===== src/rtl/mem_slave_pkg.sv =====
// Shared types and defaults for the memory-side FIFO consumer.
package mem_slave_pkg;

    localparam int DATA_W_DEF = 8;
    localparam int ADDR_W_DEF = 4;

    typedef enum logic [1:0] {
        IDLE  = 2'b00,
        POP   = 2'b01,
        LATCH = 2'b10
    } state_t;

endpackage


===== src/rtl/mem_slave_ram.sv =====
// Simple dual-port byte buffer: sync write, registered sync read.
module mem_slave_ram #(
    parameter int DATA_W = 8,
    parameter int ADDR_W = 4
) (
    input  logic              clk_mem,
    input  logic              reset,
    input  logic              we,
    input  logic [ADDR_W-1:0] waddr,
    input  logic [DATA_W-1:0] wdata,
    input  logic [ADDR_W-1:0] raddr,
    output logic [DATA_W-1:0] rdata
);

    logic [DATA_W-1:0] mem [2**ADDR_W];

    // Array is never reset; only the read register is.
    always_ff @(posedge clk_mem) begin
        if (we) mem[waddr] <= wdata;
    end

    // Same-address read and write in one cycle returns the old word.
    always_ff @(posedge clk_mem or negedge reset) begin
        if (!reset) rdata <= '0;
        else        rdata <= mem[raddr];
    end

endmodule


===== src/rtl/mem_slave.sv =====
// Pops bytes from the async FIFO read port into a circular buffer (clk_mem domain).
module mem_slave
    import mem_slave_pkg::*;
#(
    parameter int DATA_W = DATA_W_DEF,
    parameter int ADDR_W = ADDR_W_DEF
) (
    input  logic              clk_mem,
    input  logic              reset,
    input  logic              rx_en,
    input  logic              empty,
    input  logic [DATA_W-1:0] fifo_data_out,
    output logic              r_en,
    input  logic [ADDR_W-1:0] rd_addr,
    output logic [DATA_W-1:0] rd_data,
    output logic [ADDR_W-1:0] wr_ptr,
    output logic [ADDR_W:0]   byte_count,
    output logic              wrapped,
    output logic              busy
);

    localparam int              DEPTH = 2**ADDR_W;
    localparam logic [ADDR_W:0] FULL  = DEPTH[ADDR_W:0];

    state_t state, state_nxt;
    logic   wr_en;

    always_ff @(posedge clk_mem or negedge reset) begin
        if (!reset) state <= IDLE;
        else        state <= state_nxt;
    end

    // Inputs are only looked at in IDLE, so a started pop always completes.
    always_comb begin
        state_nxt = state;
        case (state)
            IDLE:    if (rx_en && !empty) state_nxt = POP;
            POP:     state_nxt = LATCH;
            LATCH:   state_nxt = IDLE;
            default: state_nxt = IDLE;
        endcase
    end

    assign r_en  = (state == POP);
    assign wr_en = (state == LATCH);
    assign busy  = (state == POP) || (state == LATCH);

    always_ff @(posedge clk_mem or negedge reset) begin
        if (!reset) begin
            wr_ptr     <= '0;
            byte_count <= '0;
            wrapped    <= 1'b0;
        end else if (wr_en) begin
            wr_ptr <= wr_ptr + 1'b1;
            if (byte_count == FULL) wrapped    <= 1'b1;
            else                    byte_count <= byte_count + 1'b1;
        end
    end

    mem_slave_ram #(
        .DATA_W (DATA_W),
        .ADDR_W (ADDR_W)
    ) u_ram (
        .clk_mem (clk_mem),
        .reset   (reset),
        .we      (wr_en),
        .waddr   (wr_ptr),
        .wdata   (fifo_data_out),
        .raddr   (rd_addr),
        .rdata   (rd_data)
    );

endmodule

===== config.mk =====
export PLATFORM = sky130hd
export DESIGN_NAME = mem_slave
export DESIGN_NICKNAME = d
export VERILOG_FILES = /design/src/rtl/mem_slave_pkg.sv /design/src/rtl/mem_slave_ram.sv /design/src/rtl/mem_slave.sv
export SDC_FILE = /design/constraint.sdc
export NUM_CORES = 1
export LEC_CHECK = 0
export CORE_MARGIN = 4
export CORE_UTILIZATION = 53
export CTS_CLUSTER_DIAMETER = 40
export CTS_CLUSTER_SIZE = 14
export DETAILED_ROUTE_END_ITERATION = 10
export GPL_ROUTABILITY_DRIVEN = 0
export HOLD_SLACK_MARGIN = 0.1
export PLACE_DENSITY_LB_ADDON = 0.08
export SYNTH_ARGS = -nofsm -noshare
export SYNTH_HDL_FRONTEND = slang
export SYNTH_SLANG_ARGS = --single-unit

===== constraint.sdc =====
create_clock -name clk_mem -period 2 [get_ports clk_mem]
set_input_delay 0.4 -clock clk_mem [delete_from_list [all_inputs] [get_ports clk_mem]]
set_output_delay 0.4 -clock clk_mem [all_outputs]
set_load 0.01 [all_outputs]

==> impl_metrics.json, run 1 <==
{
  "dr.max_layer_used": "met4",
  "antenna_found_initial": 0,
  "wl_met3_um": 599,
  "core-area_um2": 10800,
  "regArea_um2": 4350,
  "syn_inst": 286,
  "hpwl_um": 7100,
  "synth.top_cell.area_share_pct": 65.9,
  "grt_pass1_vias": 2985,
  "yosysSeqAreaShare_pct": 74.5,
  "wl_met2_um": 5460,
  "arrival_ps": 1510,
  "critPathBufInv": 1,
  "detail-route-antenna-nets": 0,
  "drtIter0Drc": 170,
  "slew_violations": 0,
  "clk_latency_ps": 510,
  "grt_max_degree": 33,
  "power_density_nw_per_um2": 1180,
  "drc": 0,
  "post_synth.cell_area_avg_um2": 20.4,
  "finClkSkew_ps": 7.86,
  "synth_seq_cells": 148,
  "synth_ff_type": "edfxtp_1",
  "outcome": "completed",
  "startpoint": "byte_count[0]$_DFFE_PN0P_",
  "grt_pass1_wl_um": 17200,
  "slowest_stage": "clkdlybuf4s50_1",
  "hold_viol_final": 0,
  "fin_crit_sh_pct": 95.3,
  "drive_above_1_share_pct": 24.3,
  "routed_via_density": 5.60,
  "finalNonFillerCells": 515,
  "slew_headroom_pct": 52.4,
  "cp-start-kind": "register",
  "ir_worst_vdd_mv": 0.599,
  "die_w_um": 113,
  "grt_use_total_pct": 18.6,
  "cts.clk_slew.worst_paths_ps": 60,
  "dp_cells": 480,
  "die_y_um": 113,
  "yosysTopAreaCell": "edfxtp_1",
  "synthToLayoutAreaGrowth_pct": 23.6,
  "fmax_mhz": 525,
  "met1Wirelength_um": 4750,
  "nets": 388,
  "fill_cells": 714,
  "netlist_top_cells_count": "edfxtp_1, dfrtp_1",
  "synthTopCellsByArea": "edfxtp_1, dfrtp_1, mux4_1, mux4_2, ha_1",
  "die_area_um2": 12700,
  "n_antenna_cell": 0,
  "cts_buffers": 17,
  "r2r-start": "state[0]$_DFFE_PN0P_",
  "crit_family": "buffers and inverters",
  "syn_nets": 312,
  "cp-end-kind": "output port",
  "critical_path_class": "reg2out",
  "drt-wirelength-per-cell_um": 21.1,
  "hold_path.class": "in2async",
  "layout_min_cycle_time_ps": 1910,
  "clockRootBuffer": "clkbuf_8",
  "clockBufferDepth": 2,
  "io_buffers": 35,
  "cts_tree": "done",
  "cap_violations": 0,
  "tightest_slew_ps": 713,
  "crit_chain": "clkdlybuf4s50_1",
  "num_io_pins": 36,
  "overflow": 0,
  "multi_input_area_um2": 1360,
  "grt_setup_unrepaired": "no",
  "synth_warnings": 0,
  "rows": 38,
  "synth-edff-count": 128,
  "async_flop_share_pct": 13.5,
  "slowest_delay_ps": 570,
  "p_leak_uw": 0.00258,
  "final_util_pct": 66.8,
  "yosysMostFrequentCell": "edfxtp_1",
  "synth.distinct_cells": 30,
  "crit_fanout": 5,
  "cts_num_sinks": 148,
  "synthesis.area_um2": 5830,
  "start_util_pct": 54.0,
  "required_ps": 1600,
  "cts_htree_levels": 4,
  "setup_violations": 0,
  "wl_um": 10900,
  "vias": 2884,
  "dr.pass1.iters": 4
}
==> through the flow <==
step | setup TNS [ps] | power, µW | hold slack (ps) | setup slack, ps | cell area, µm²
6_report | 0 | 8520 | 259 | 93.4 | 7200
2_1_floorplan | 0 | 4500 | 104 | 120 | 5840
5_1_grt | 0 | 8900 | 264 | 12.7 | 7200
3_5_place_dp | -18.2 | 5120 | 478 | -18.2 | 6530
3_3_place_gp | 0 | 5090 | 466 | 5.60 | 6530
4_1_cts | 0 | 8560 | 247 | 13.1 | 7180
==> kinds of logic after synthesis <==
group	count (synthesis)	share of synthesized area (%)
flip-flops	148	74.5
XOR/XNOR	7	1.05
buffers and inverters	21	2.32
adder cells (fa/ha/maj)	10	2.15
AND/OR/NAND/NOR	46	3.65
AO/OA/AOI/OAI	19	2.36
multiplexers	35	14.0
==> per-layer routing <==
| layer | global-route usage (%) | vias up |
|---|---|---|
| li1 | - | 1300 |
| met1 | 26.3 | 1486 |
| met2 | 28.9 | 94 |
| met3 | 4.60 | 4 |
| met4 | 6.01 | 0 |
| met5 | 0 | - |
==> what timing repair did <==
item,CTS,global route
gates resized for setup,4,4
setup buffers,0,3
hold buffers,0,0
endpoints found under the setup margin,4,4
==> worst paths after layout <==
check | end | slack (ps) | depth (start not counted)
worst max-delay path | byte_count[0] | 90 | 1
worst min-delay path | u_ram.rdata[4]$_DFF_PN0_ | 260 | 2
worst max register to register | u_ram.mem[3][1]$_DFFE_PP_ | 290 | 5
min in group clk_mem | wrapped$_DFFE_PN0P_ | 490 | 1
max in group asynchronous | wr_ptr[0]$_DFFE_PN0P_ | 1480 | 2
worst min register to register | wrapped$_DFFE_PN0P_ | 490 | 1
==> power by group <==
part           total (µW)  switching [µW]  internal [µW]
Clock                3450            1180           2270
Combinational        1280             633            649
Sequential           3790             154           3630
Total                8520            1970           6560
==> cells in the final DEF, fill, tap and decap left out, drive strengths merged, types with 6 or more instances in the layout <==
cell type      instances
xnor2                  6
dfrtp                 20
clkdlybuf4s50         32
ha                    10
inv                    9
bufinv                 6
edfxtp               128
a22oi                 16
nand2                 16
nor2                  15
clkbuf                18
buf                   36
mux4                  32
==> flip-flops by register name, indices dropped and copies added, names as in the netlist <==
name and flops:
u_ram.rdata 8, byte_count 5, u_ram.mem 128, wr_ptr 4, state 2, wrapped 1
==> area by class of cell <==
| type | count | area share [%] |
|---|---|---|
| well taps | 140 | 2.43 |
| flip-flops and latches | 148 | 60.4 |
| repair buffers | 70 | 8.94 |
| multi-input cells | 117 | 18.8 |
| clock buffers | 18 | 5.80 |
| clock inverters | 14 | 3.23 |
| inverters | 8 | 0.417 |
Power figures use the tool's default switching activity.
==> run 2: changes to the inputs <==
--- a/config.mk
+++ b/config.mk
@@ -5,14 +5,17 @@
 export SDC_FILE = /design/constraint.sdc
 export NUM_CORES = 1
 export LEC_CHECK = 0
+export CELL_PAD_IN_SITES_DETAIL_PLACEMENT = 1
+export CELL_PAD_IN_SITES_GLOBAL_PLACEMENT = 1
 export CORE_MARGIN = 4
-export CORE_UTILIZATION = 53
+export CORE_UTILIZATION = 46
 export CTS_CLUSTER_DIAMETER = 40
 export CTS_CLUSTER_SIZE = 14
 export DETAILED_ROUTE_END_ITERATION = 10
 export GPL_ROUTABILITY_DRIVEN = 0
 export HOLD_SLACK_MARGIN = 0.1
 export PLACE_DENSITY_LB_ADDON = 0.08
+export SKIP_CTS_REPAIR_TIMING = 1
 export SYNTH_ARGS = -nofsm -noshare
 export SYNTH_HDL_FRONTEND = slang
 export SYNTH_SLANG_ARGS = --single-unit
==> run 2 against run 1 <==
  * Setup slack improved by 6.6 ps
  * Register-to-register slack improved by 40 ps
  * Clock skew decreased by 3.1 ps
  * Final cell count increased by 3.1%
  * Critical path depth unchanged
  * Largest power group unchanged
  * Highest routed layer unchanged
  * Global-route usage decreased by 0.16 points
  * Utilization decreased by 8.8 points
  * Total power decreased by 4.3%
  * Cell area decreased by 1.8%
  * Clock power decreased by 9.9%
  * Critical endpoint is now wr_ptr[3]
  * Non-clock buffer count decreased by 12
  * Critical path type unchanged
  * Sequential power increased by 2%
==> impl_metrics.json, run 2 (synthesized netlist as in run 1, its figures left out) <==
{
  "num_io_pins": 36,
  "synthToLayoutAreaGrowth_pct": 21.4,
  "drtIter0Drc": 296,
  "cp-end-kind": "output port",
  "crit_family": "buffers and inverters",
  "detail-route-antenna-nets": 0,
  "drive_above_1_share_pct": 19.3,
  "setup_violations": 0,
  "crit_fanout": 11,
  "rows": 40,
  "finish.instance_area_um2": 7080,
  "wl_met2_um": 5900,
  "clk_latency_ps": 420,
  "fin_crit_sh_pct": 95.0,
  "overflow": 0,
  "ir_worst_vdd_mv": 0.915,
  "clockRootBuffer": "clkbuf_16",
  "dr.pass1.iters": 4,
  "drc": 0,
  "arrival_ps": 1500,
  "core-area_um2": 12200,
  "die_w_um": 121,
  "wl_met3_um": 587,
  "cts.clk_slew.worst_paths_ps": 60,
  "layout_common_cells": "edfxtp_1, clkdlybuf4s50_1, buf_4",
  "hold_viol_final": 0,
  "finalNonFillerCells": 531,
  "cap_violations": 0,
  "crit_chain": "clkdlybuf4s50_1",
  "required_ps": 1600,
  "drt-wirelength-per-cell_um": 22.6,
  "routed_via_density": 5.33,
  "power_density_nw_per_um2": 1150,
  "layout_min_cycle_time_ps": 1900,
  "cts_htree_levels": 4,
  "grt_use_total_pct": 18.4,
  "fmax_mhz": 526,
  "wl_um": 12000,
  "largest_registers": "u_ram.mem (128), u_ram.rdata (8), byte_count (5)",
  "io_buffers": 35,
  "tightest_slew_ps": 715,
  "critPathBufInv": 1,
  "vias": 2831,
  "finClkSkew_ps": 4.74,
  "p_leak_uw": 0.00249,
  "outcome": "completed",
  "antenna_found_initial": 0,
  "dpl-instance-area_um2": 6500,
  "grt_max_degree": 27,
  "nets": 376,
  "slew_headroom_pct": 52.3,
  "slowest_delay_ps": 590,
  "cts_tree": "done",
  "final_util_pct": 58.0,
  "power_uw": 8150,
  "dp_cells": 499,
  "met1Wirelength_um": 5390,
  "dr.max_layer_used": "met4",
  "slowest_stage": "clkdlybuf4s50_1",
  "start_util_pct": 47.7,
  "cts_num_sinks": 148,
  "cp-start-kind": "register",
  "grt_pass1_vias": 3100,
  "cts_buffers": 17,
  "slew_violations": 0,
  "hpwl_um": 7800,
  "largest-register": "u_ram.mem",
  "largest_reg_flops": 128,
  "die_area_um2": 14500,
  "grt_pass1_wl_um": 19000,
  "n_antenna_cell": 0,
  "final_common_cell": "edfxtp_1",
  "critical_path_class": "reg2out",
  "hold_path.class": "in2async",
  "grt_setup_unrepaired": "no",
  "clockBufferDepth": 2,
  "die_y_um": 121
}
## run 2: routing by layer
layer  GRT usage [%]  up-vias
li1                -     1278
met4            5.31        0
met5               0        -
met3            6.50        9
met1            25.6     1479
met2            27.8       65
## run 2: area by class of cell
| cell class | count | area, µm² |
|---|---|---|
| Fill cell | 1105 | 5130 |
| Sequential cell | 148 | 4350 |
| Multi-Input combinational cell | 117 | 1360 |
| Timing Repair Buffer | 58 | 561 |
| Clock buffer | 20 | 437 |
| Tap cell | 168 | 210 |
| Clock inverter | 12 | 138 |
| Inverter | 8 | 30.0 |
## run 2: through the flow
stage | TNS, ps | setup WS, ps | hold WS (ps)
2_1_floorplan | 0 | 120 | 104
3_3_place_gp | -13.7 | -13.7 | 459
3_5_place_dp | -2.36 | -2.36 | 497
4_1_cts | -271 | -120 | 349
5_1_grt | 0 | 30.3 | 368
6_report | 0 | 100 | 351
## run 2: final timing paths
kind,cells past startpoint,slack [ps],startpoint,to
max,1,100,wr_ptr[3]$_DFFE_PN0P_,wr_ptr[3]
min,2,350,reset,byte_count[4]$_DFFE_PN0P_
max reg2reg,5,330,state[0]$_DFFE_PN0P_,u_ram.mem[3][5]$_DFFE_PP_
min reg2reg,1,500,wrapped$_DFFE_PN0P_,wrapped$_DFFE_PN0P_
max in group asynchronous,2,1390,reset,wr_ptr[3]$_DFFE_PN0P_
min in group clk_mem,1,500,wrapped$_DFFE_PN0P_,wrapped$_DFFE_PN0P_
## run 2: where the power goes
group	switching (µW)	total (µW)	internal, µW
logic	593	1200	605
clock network	1170	3110	1940
registers	214	3850	3630
